`src/rtl/down_count_monitor.sv`:
```
// down_count_monitor
// Watches the count bus of a down counter and checks that every step is
// a decrement by one (0 wraps to all-ones) or a hold. Counts legal wraps
// with a saturating counter, reports a stall after STALL_LIMIT consecutive
// holds, and latches a sticky error on any other transition.
// All outputs come straight from flops.

module down_count_monitor #(
    parameter int WIDTH       = 4,
    parameter int WRAP_W      = 8,
    parameter int STALL_LIMIT = 8
) (
    input  logic              clk,
    input  logic              reset,
    input  logic [WIDTH-1:0]  count_in,
    input  logic              enable,
    input  logic              clr,
    output logic              wrap_pulse,
    output logic [WRAP_W-1:0] wrap_cnt,
    output logic              stall,
    output logic              err,
    output logic [1:0]        state
);

    // Width of the held-sample counter; it must be able to hold STALL_LIMIT.
    localparam int SCNT_W = $clog2(STALL_LIMIT + 1);

    typedef enum logic [1:0] {
        ST_IDLE  = 2'b00,
        ST_TRACK = 2'b01,
        ST_STALL = 2'b10,
        ST_ERROR = 2'b11
    } state_t;

    // Value a legal decrement from prev must present (all-ones after 0).
    function automatic logic [WIDTH-1:0] expected_next(input logic [WIDTH-1:0] prev_v);
        return prev_v - {{(WIDTH-1){1'b0}}, 1'b1};
    endfunction

    // True when prev is zero, i.e. the next legal decrement is a wrap.
    function automatic logic is_zero(input logic [WIDTH-1:0] v);
        return (v == {WIDTH{1'b0}});
    endfunction

    // Saturating increment of the wrap counter.
    function automatic logic [WRAP_W-1:0] wrap_inc(input logic [WRAP_W-1:0] v);
        logic [WRAP_W-1:0] r;
        if (v == {WRAP_W{1'b1}}) begin
            r = v;
        end else begin
            r = v + {{(WRAP_W-1){1'b0}}, 1'b1};
        end
        return r;
    endfunction

    state_t              state_r;
    logic [WIDTH-1:0]    prev_r;
    logic [SCNT_W-1:0]   stall_cnt_r;
    logic [WRAP_W-1:0]   wrap_cnt_r;
    logic                wrap_pulse_r;
    logic                stall_r;
    logic                err_r;

    logic                is_dec_s;
    logic                is_wrap_s;
    logic                is_hold_s;
    logic [SCNT_W-1:0]   stall_inc_s;
    logic                stall_hit_s;
    logic [SCNT_W-1:0]   stall_sat_s;

    // Classify the current sample against the last accepted one.
    always_comb begin
        is_dec_s    = (count_in == expected_next(prev_r));
        is_wrap_s   = is_dec_s && is_zero(prev_r);
        is_hold_s   = (count_in == prev_r);
        stall_inc_s = stall_cnt_r + {{(SCNT_W-1){1'b0}}, 1'b1};
        stall_hit_s = (stall_inc_s == SCNT_W'(STALL_LIMIT));
        if (stall_cnt_r >= SCNT_W'(STALL_LIMIT)) begin
            stall_sat_s = SCNT_W'(STALL_LIMIT);
        end else begin
            stall_sat_s = stall_inc_s;
        end
    end

    // Monitor FSM with its statistics; clr outranks every other update.
    always_ff @(posedge clk or negedge reset) begin
        if (!reset) begin
            state_r      <= ST_IDLE;
            prev_r       <= {WIDTH{1'b0}};
            stall_cnt_r  <= {SCNT_W{1'b0}};
            wrap_cnt_r   <= {WRAP_W{1'b0}};
            wrap_pulse_r <= 1'b0;
            stall_r      <= 1'b0;
            err_r        <= 1'b0;
        end else if (clr) begin
            state_r      <= ST_IDLE;
            stall_cnt_r  <= {SCNT_W{1'b0}};
            wrap_cnt_r   <= {WRAP_W{1'b0}};
            wrap_pulse_r <= 1'b0;
            stall_r      <= 1'b0;
            err_r        <= 1'b0;
        end else begin
            wrap_pulse_r <= 1'b0;
            case (state_r)
                ST_IDLE: begin
                    // Capture edge: the sample becomes the reference, no check.
                    if (enable) begin
                        prev_r      <= count_in;
                        stall_cnt_r <= {SCNT_W{1'b0}};
                        state_r     <= ST_TRACK;
                    end else begin
                        state_r     <= ST_IDLE;
                    end
                end
                ST_TRACK, ST_STALL: begin
                    if (!enable) begin
                        state_r     <= ST_IDLE;
                        stall_r     <= 1'b0;
                        stall_cnt_r <= {SCNT_W{1'b0}};
                    end else if (is_dec_s) begin
                        prev_r      <= count_in;
                        stall_cnt_r <= {SCNT_W{1'b0}};
                        stall_r     <= 1'b0;
                        state_r     <= ST_TRACK;
                        if (is_wrap_s) begin
                            wrap_pulse_r <= 1'b1;
                            wrap_cnt_r   <= wrap_inc(wrap_cnt_r);
                        end else begin
                            wrap_cnt_r   <= wrap_cnt_r;
                        end
                    end else if (is_hold_s) begin
                        if (state_r == ST_STALL) begin
                            stall_cnt_r <= stall_sat_s;
                            state_r     <= ST_STALL;
                        end else if (stall_hit_s) begin
                            stall_cnt_r <= stall_inc_s;
                            stall_r     <= 1'b1;
                            state_r     <= ST_STALL;
                        end else begin
                            stall_cnt_r <= stall_inc_s;
                            state_r     <= ST_TRACK;
                        end
                    end else begin
                        // Illegal jump: keep prev so the bad value is not trusted.
                        state_r <= ST_ERROR;
                        err_r   <= 1'b1;
                        stall_r <= 1'b0;
                    end
                end
                ST_ERROR: begin
                    // Only clr or reset leave this state.
                    state_r <= ST_ERROR;
                    err_r   <= 1'b1;
                end
                default: begin
                    state_r <= ST_IDLE;
                end
            endcase
        end
    end

    assign wrap_pulse = wrap_pulse_r;
    assign wrap_cnt   = wrap_cnt_r;
    assign stall      = stall_r;
    assign err        = err_r;
    assign state      = state_r;

endmodule

```
`config.mk`:
```
export PLATFORM = sky130hd
export DESIGN_NAME = down_count_monitor
export DESIGN_NICKNAME = d
export VERILOG_FILES = /design/src/rtl/down_count_monitor.sv
export SDC_FILE = /design/constraint.sdc
export NUM_CORES = 1
export LEC_CHECK = 0
export CAP_MARGIN = 10
export CORE_ASPECT_RATIO = 1.5
export CORE_MARGIN = 2
export CORE_UTILIZATION = 50
export DETAILED_ROUTE_END_ITERATION = 8
export GPL_ROUTABILITY_DRIVEN = 0
export PLACE_DENSITY = 0.75
export SLEW_MARGIN = 10
export SYNTH_ARGS = -nofsm -noshare
export SYNTH_HDL_FRONTEND = slang
export SYNTH_SLANG_ARGS = --single-unit
export TNS_END_PERCENT = 30
```
`constraint.sdc`:
```
create_clock -name clk -period 4.9 [get_ports clk]
set_clock_uncertainty 0.05 [all_clocks]
set_input_delay 0.735 -clock clk [delete_from_list [all_inputs] [get_ports clk]]
set_output_delay 0.735 -clock clk [all_outputs]
set_load 0.02 [all_outputs]
```
# After elaboration in Yosys (flattened, before gate mapping)
# Index checks and enable logic that the tools add are counted.
[op_classes]
add_sub_neg = 3
n_lt_le_gt_ge = 1
eq_ne = 18
mux = 43
bitwise_logic = 1
reduce_logical = 16
[op_table]
columns = ["operator", "count"]
rows = [
  ["$mux W8", 6],
  ["$mux W4", 10],
  ["$mux W1", 17],
  ["$pmux W4 S2", 2],
  ["$mux W2", 6],
  ["$ne A3 B3 Y1 const B", 4],
  ["$ne A5 B5 Y1 const B", 2],
  ["$reduce_and A5 Y1", 2],
  ["$reduce_bool A2 Y1", 5],
  ["$add A8 B1 Y8 const B", 1],
  ["$eq A4 B4 Y1", 2],
  ["$eq A8 B8 Y1 const B", 1],
  ["$ne A2 B2 Y1 const B", 4],
  ["$pmux W2 S3", 1],
  ["$reduce_and A3 Y1", 2],
  ["$reduce_bool A3 Y1", 2],
  ["$ne A5 B4 Y1 const B", 1],
  ["$add A4 B1 Y4 const B", 1],
  ["$eq A2 B2 Y1 const B", 2],
  ["$eq A4 B4 Y1 const B", 1],
  ["$ge A4 B4 Y1 const B", 1],
  ["$logic_not A4 Y1", 1],
  ["$reduce_and A4 Y1", 1],
  ["$sub A4 B1 Y4 const B", 1],
  ["6 further kinds", 6],
]
[word_totals]
reg_bits = 21
out_inout_bits = 13
elab_cells = 89

# Logic depth before layout (Yosys ltp)
# Gate-level depths: netlist of the first run.
[logic_depth]
word_depth = 9
ltp_mapped = 9

# Worst setup path after synthesis of the first run
# OpenSTA, ideal clock, no wires.
[synth_path]
kind = "reg-to-reg"
startpoint = "register state_r[0], in the netlist state[0]"
endpoint = "register wrap_cnt_r[7], in the netlist wrap_cnt[7]"
setup_time_ns = 0.078
arrival_ns = 2.266
required_time_ns = 4.772
path_slack_ns = 2.506
stages_incl_launch_ff = 9
n_path_buf = 1
cell_sequence = "dfrtp_1 > inv_1 > ha_1 > buf_6 > nand2_4 > or4b_4 > o21bai_4 > or4_1 > a21oi_1"
[synth_between]
elab_chain_cells = 4
elab_cells_between_ends = 5
cone_classes = "2 x eq/ne; 3 x reduce/logical"
[synth_rtl]
columns = ["item", "line_no", "rtl"]
rows = [
  ["start: declaration", "56", "state_t state_r;"],
  ["start signal: assignment", "88", "state_r <= ST_IDLE;"],
  ["start signal: assignment", "96", "state_r <= ST_IDLE;"],
  ["start signal: assignment", "110", "state_r <= ST_TRACK;"],
  ["$eq A2 B2 Y1 / $eq A2 B1 Y1 (equally long branches)", "104", "case (state_r)"],
  ["$reduce_or A2 Y1 *", "104", ""],
  ["$reduce_bool A2 Y1 (no source line) *", "-", ""],
  ["$reduce_and A5 Y1 (no source line) *", "-", ""],
  ["end signal: assignment", "98", "wrap_cnt_r <= {WRAP_W{1'b0}};"],
  ["end signal: assignment", "127", "wrap_cnt_r <= wrap_inc(wrap_cnt_r);"],
  ["end signal: assignment", "129", "wrap_cnt_r <= wrap_cnt_r;"],
  ["end: declaration", "59", "logic [WRAP_W-1:0] wrap_cnt_r;"],
]
# Every way passes the cells marked *; elsewhere a longest branch is shown, timed or not.
# A chain may end at the register's enable or synchronous reset.

# Final worst setup path of the first run
[layout_path]
startpoint = "input port enable"
endpoint = "register wrap_cnt_r[3], in the netlist wrap_cnt[3]"
[layout_between]
elab_chain_cells = 2
[layout_rtl]
columns = ["item", "line_no", "rtl"]
rows = [
  ["start: declaration", "16", "input logic enable,"],
  ["$reduce_bool A2 Y1 (no source line)", "-", ""],
  ["$reduce_and A5 Y1 (no source line)", "-", ""],
  ["end signal: assignment", "91", "wrap_cnt_r <= {WRAP_W{1'b0}};"],
  ["end signal: assignment", "98", ""],
  ["end signal: assignment", "127", ""],
]
# Every way passes these cells.

==> impl_metrics.tcl, run 1 <==
set metrics [dict create \
    hold_class "register to register" \
    insertion_delay_ns 0.27 \
    port_buffers 20 \
    synth_xor_area_frac 0.0434 \
    timing.setup.tns_ns 0 \
    initial_utilization 0.527 \
    fin_cells 204 \
    drc 0 \
    drt_wl_total_mm 2.99 \
    ys_ff_latch 21 \
    io_pins 21 \
    hold_viol 0 \
    die-area_um2 3270 \
    dp_cells 200 \
    status "completed" \
    syn_area_um2 1410 \
    power.share.sequential 0.438 \
    synth_edf_count 0 \
    p_leak_nw 0.638 \
    root_buffer "clkbuf_8" \
    relSlewSlack 0.358 \
    synth_top_family_by_area "compound AO/OA/AOI/OAI gates" \
    grt_usage 0.217 \
    dr.pass1.iters 4 \
    synth_compound_area_frac 0.200 \
    final_cell_mix "dfrtp_1 (21), clkdlybuf4s50_1 (20), inv_1 (15)" \
    core_um2 2680 \
    cts_max_path_buffers 2 \
    drive_gt1_frac 0.0958 \
    max_freq_mhz 353 \
    grt_pass1_wl_mm 5.28 \
    vdd_drop_max_mv 0.225 \
    muxShareOfSynthArea 0.0470 \
    start_kind "input pin" \
    layout_min_cycle_time_ns 2.83 \
    nNetsFinal 184 \
    synthDistinctLibCells 41 \
    synthSimpleGateAreaFrac 0.185 \
    finalCritPeriodShare 0.578 \
    yosysWarnings 0 \
    synthArstFlopShare 1.00 \
    vias_per_cell 5.87 \
    cp_max_fo 16 \
    cts_tree "built" \
    synth_fa_ha_area_frac 0.0709 \
    cts_inserted_buffers 3 \
    clk_pin_slew_ns 0.08 \
    p_comb_frac 0.300 \
    power_density_nw_per_um2 276 \
    crit_path_end_kind "register" \
    areaGrowthSynthToFinish_pct 17.2 \
    ant_nets 0 \
    internal-power_mw 0.298 \
    criticalPathCategory "input pin to register" \
    place_hpwl_mm 2.16 \
    ctsResizeCount 0 \
    clockPowerShare 0.261 \
    crit_arrival_ns 2.96 \
    r2r_slack_ns 2.31 \
    worst_slew_pin_slew_ns 0.960 \
    n_fill_cell 241 \
    place_ws_ns 1.80 \
    yosysSeqAreaShare 0.372 \
    final-max-slew-violation-count 0 \
    fp.dieW_um 47.4 \
    first_global_vias 1209 \
    wl_per_cell_um 14.7 \
    syn_inst 150 \
    drt-initial-drc-count 34 \
    finalHoldWorstSlack_ns 0.470 \
    synth_fp_nets 166 \
    overflow 0 \
    p_sw_frac 0.347 \
    cts_hold_buf 0 \
    num_rows 23 \
    clock_sinks 21 \
    cts_setup_buffers 0 \
    die_h_um 69.1 \
    num_vias 1197 \
    antenna_cells 0 \
    final_common_cell "dfrtp_1" \
    critPathRequiredTime_ns 5.03 \
    maxCapViolCount 0 \
    ys.flop_type "dfrtp_1" \
    switchingPower_mw 0.158 \
    postSynthAreaPerCell_um2 9.41 \
    antenna_found_initial 0 \
    htree_levels 1 \
    setup_ws_ns 2.07 \
    setup_viol 0 \
    grt_setup_unrepaired "false" \
    grt_max_degree 24 \
]
[synth_stat cells, drive strengths merged (4+ instances only)]
cell type,instances,share of area
xor2,5,0.031
ha,8,0.071
a31oi,4,0.018
nor3,4,0.014
nand3,6,0.025
o21ai,10,0.035
or4,8,0.043
nor2,5,0.013
mux2,5,0.040
a21oi,12,0.043
buf,5,0.033
nand2,7,0.024
inv,15,0.040
dfrtp,21,0.37
o31ai,6,0.032
[power groups by stage]
stage | Combinational, mW | Clock (mW) | Sequential, mW
2_1_floorplan | 0.106 | 0 | 0.203
3_3_place_gp | 0.133 | 0 | 0.203
3_5_place_dp | 0.137 | 0 | 0.203
4_1_cts | 0.137 | 0.123 | 0.200
5_1_grt | 0.151 | 0.131 | 0.202
6_report | 0.137 | 0.119 | 0.200
[worst paths after layout]
kind	startpoint	cells after the start	end
hold / removal	err$_DFFE_PN0P_	2	err$_DFFE_PN0P_
setup reg to reg	state[1]$_DFF_PN0_	7	wrap_cnt[3]$_DFFE_PN0P_
setup / recovery	enable	6	wrap_cnt[3]$_DFFE_PN0P_
hold reg to reg	err$_DFFE_PN0P_	2	err$_DFFE_PN0P_
max in group asynchronous	reset	1	stall_cnt_r[0]$_DFFE_PN0P_
min in group asynchronous	reset	1	wrap_cnt[4]$_DFFE_PN0P_
[state kept, by name (all words and copies together), names as in the netlist]
register	count
stall_cnt_r	4
err	1
state	2
wrap_pulse	1
prev_r	4
wrap_cnt	8
stall	1
[cells by family (layout without fill, tap and decap cells)]
group                    after synthesis  in the layout
flip-flops                            21             21
buffers and inverters                 23             40
AO/OA/AOI/OAI                         43             43
XOR/XNOR                               7              7
multiplexers                           6              6
adder cells (fa/ha/maj)                8              8
AND/OR/NAND/NOR                       42             42
[layer usage]
| metal | up-vias | share of wire | global-route usage |
|---|---|---|---|
| met5 | - | 0 | 0 |
| met4 | 0 | 0.022 | 0.120 |
| met3 | 5 | 0.026 | 0.0262 |
| met2 | 22 | 0.56 | 0.372 |
| met1 | 584 | 0.39 | 0.238 |
| li1 | 586 | - | - |
[layout make-up]
cell class / instances / area (um^2) / share of cell area
clock inverter: 1 / 5.00 / 0.00303
clock buffer: 3 / 41.3 / 0.0250
multi-input combinational: 106 / 772 / 0.467
inverter: 15 / 56.3 / 0.0340
sequential: 21 / 526 / 0.318
timing repair buffer: 21 / 208 / 0.126
tap: 37 / 46.3 / 0.0280
[worst max-delay path: stages]
cell and delay (ns):
clkdlybuf4s50_1 0.71, nand2_4 0.10, or4b_4 0.50, o21bai_4 0.25
or4_1 0.49, a21oi_1 0.17
[through the flow]
step,utilization,instance area (um^2),total power [mW]
after floorplan,-,1410,0.308
after global placement,0.601,1610,0.336
after detailed placement,0.601,1610,0.340
after CTS,0.618,1650,0.461
after global routing,0.618,1650,0.484
final,0.618,1650,0.456
Note: power is estimated with default switching activity, not from simulation.
==> run 2: changes to the inputs <==
Clock period 4.9 ns to 2.63 ns, I/O delays scaled along.
==> impl_metrics.tcl, run 2 (synthesis gave the netlist of run 1 again) <==
set metrics [dict create \
    first_global_vias 1267 \
    max_freq_mhz 420 \
    port_buffers 20 \
    clock_sinks 21 \
    final_cell_mix "dfrtp_1 (21), clkdlybuf4s50_1 (20), inv_1 (15)" \
    grt_max_degree 22 \
    final_common_cell "dfrtp_1" \
    place_ws_ns 0.0306 \
    insertion_delay_ns 0.26 \
    multi_input_comb_area_um2 772 \
    criticalPathCategory "register to register" \
    hold_class "input pin to asynchronous set/reset pin" \
    ctsResizeCount 0 \
    cp_max_fo 16 \
    root_buffer "clkbuf_8" \
    critPathRequiredTime_ns 2.77 \
    io_pins 21 \
    finalCritPeriodShare 0.905 \
    clk_pin_slew_ns 0.08 \
    seqCellArea_um2 526 \
    final-max-slew-violation-count 0 \
    relSlewSlack 0.696 \
    crit_path_end_kind "register" \
    num_vias 1253 \
    cts_tree "built" \
    nNetsFinal 191 \
    num_rows 23 \
    layout_min_cycle_time_ns 2.38 \
    areaGrowthSynthToFinish_pct 20.9 \
    timing.setup.tns_ns 0 \
    p_leak_nw 0.672 \
    drt-initial-drc-count 39 \
    fp.dieW_um 47.4 \
    core_um2 2680 \
    setup_viol 0 \
    cts_max_path_buffers 2 \
    drc 0 \
    grt_setup_unrepaired "false" \
    ant_nets 0 \
    initial_utilization 0.527 \
    cts_inserted_buffers 3 \
    dr.pass1.iters 4 \
    cts_setup_buffers 0 \
    vdd_drop_max_mv 0.418 \
    die_h_um 69.1 \
    die-area_um2 3270 \
    hold_viol 0 \
    crit_arrival_ns 2.52 \
    vias_per_cell 5.94 \
    overflow 0 \
    n_fill_cell 237 \
    maxCapViolCount 0 \
    power_density_nw_per_um2 505 \
    worst_slew_pin_slew_ns 0.444 \
    grt_usage 0.220 \
    setup_ws_ns 0.250 \
    finalHoldWorstSlack_ns 0.425 \
    antenna_found_initial 0 \
    cts_hold_buf 0 \
    grt_pass1_wl_mm 5.54 \
    drt_wl_total_mm 3.17 \
    r2r_slack_ns 0.25 \
    htree_levels 1 \
    antenna_cells 0 \
    status "completed" \
    place_hpwl_mm 2.37 \
    largest_reg_flops 8 \
    wl_per_cell_um 15.0 \
    start_kind "register" \
    drive_gt1_frac 0.132 \
]
-- run 2: cell count changes in the layout (fill, tap and decap cells not counted), sizes merged --
cell  delta
buf      +7
-- run 2: report_power, final --
| part | leakage [nW] | switching [mW] | internal [mW] |
|---|---|---|---|
| clock | 0.0255 | 0.109 | 0.106 |
| sequential | 0.283 | 0.0253 | 0.347 |
| combinational | 0.364 | 0.158 | 0.119 |
-- run 2: final cells by class --
class	instances	share of cell area
clock buffers	3	0.0242
clock inverters	1	0.00293
inverters	15	0.0330
multi-input cells	106	0.452
flip-flops and latches	21	0.308
well taps	37	0.0271
repair buffers	28	0.152
-- run 2: through the flow --
stage | utilization | instance area (um^2) | power [mW] | cells
after global placement | 0.620 | 1660 | 0.645 | 207
after floorplan | - | 1410 | 0.575 | 150
after detailed placement | 0.620 | 1660 | 0.654 | 207
after global routing | 0.638 | 1710 | 0.922 | 211
final | 0.638 | 1710 | 0.863 | 211
after CTS | 0.638 | 1710 | 0.870 | 211
-- run 2: worst paths after layout --
kind                       cells after the start          startpoint                      end
setup / recovery                               7  state[1]$_DFF_PN0_  wrap_cnt[3]$_DFFE_PN0P_
hold / removal                                 2               reset  wrap_cnt[1]$_DFFE_PN0P_
setup reg to reg                               7  state[1]$_DFF_PN0_  wrap_cnt[3]$_DFFE_PN0P_
hold reg to reg                                2     err$_DFFE_PN0P_          err$_DFFE_PN0P_
max in group asynchronous                      2               reset     wrap_pulse$_DFF_PN0_
min in group clk                               2     err$_DFFE_PN0P_          err$_DFFE_PN0P_
-- run 2: layer usage --
layer,vias to the layer above,share of wire,track usage
met3,7,0.033,0.0314
met2,39,0.55,0.371
met5,-,0,0
met1,607,0.39,0.274
met4,0,0.017,0.0679
li1,600,-,-
-- run 2: worst max-delay path, stage by stage, from the launching register on --
cell and delay, ns:
dfrtp_1 0.39, inv_1 0.06, ha_1 0.33, nand2_4 0.08, or4b_4 0.49, o21bai_4 0.25, or4_1 0.49, a21oi_1 0.16
==> run 3: changes to the inputs <==
Settings changed: CAP_MARGIN 10 to default.
==> results of run 3 <==
Final layout, timing and power as in run 2 (identical DEF).
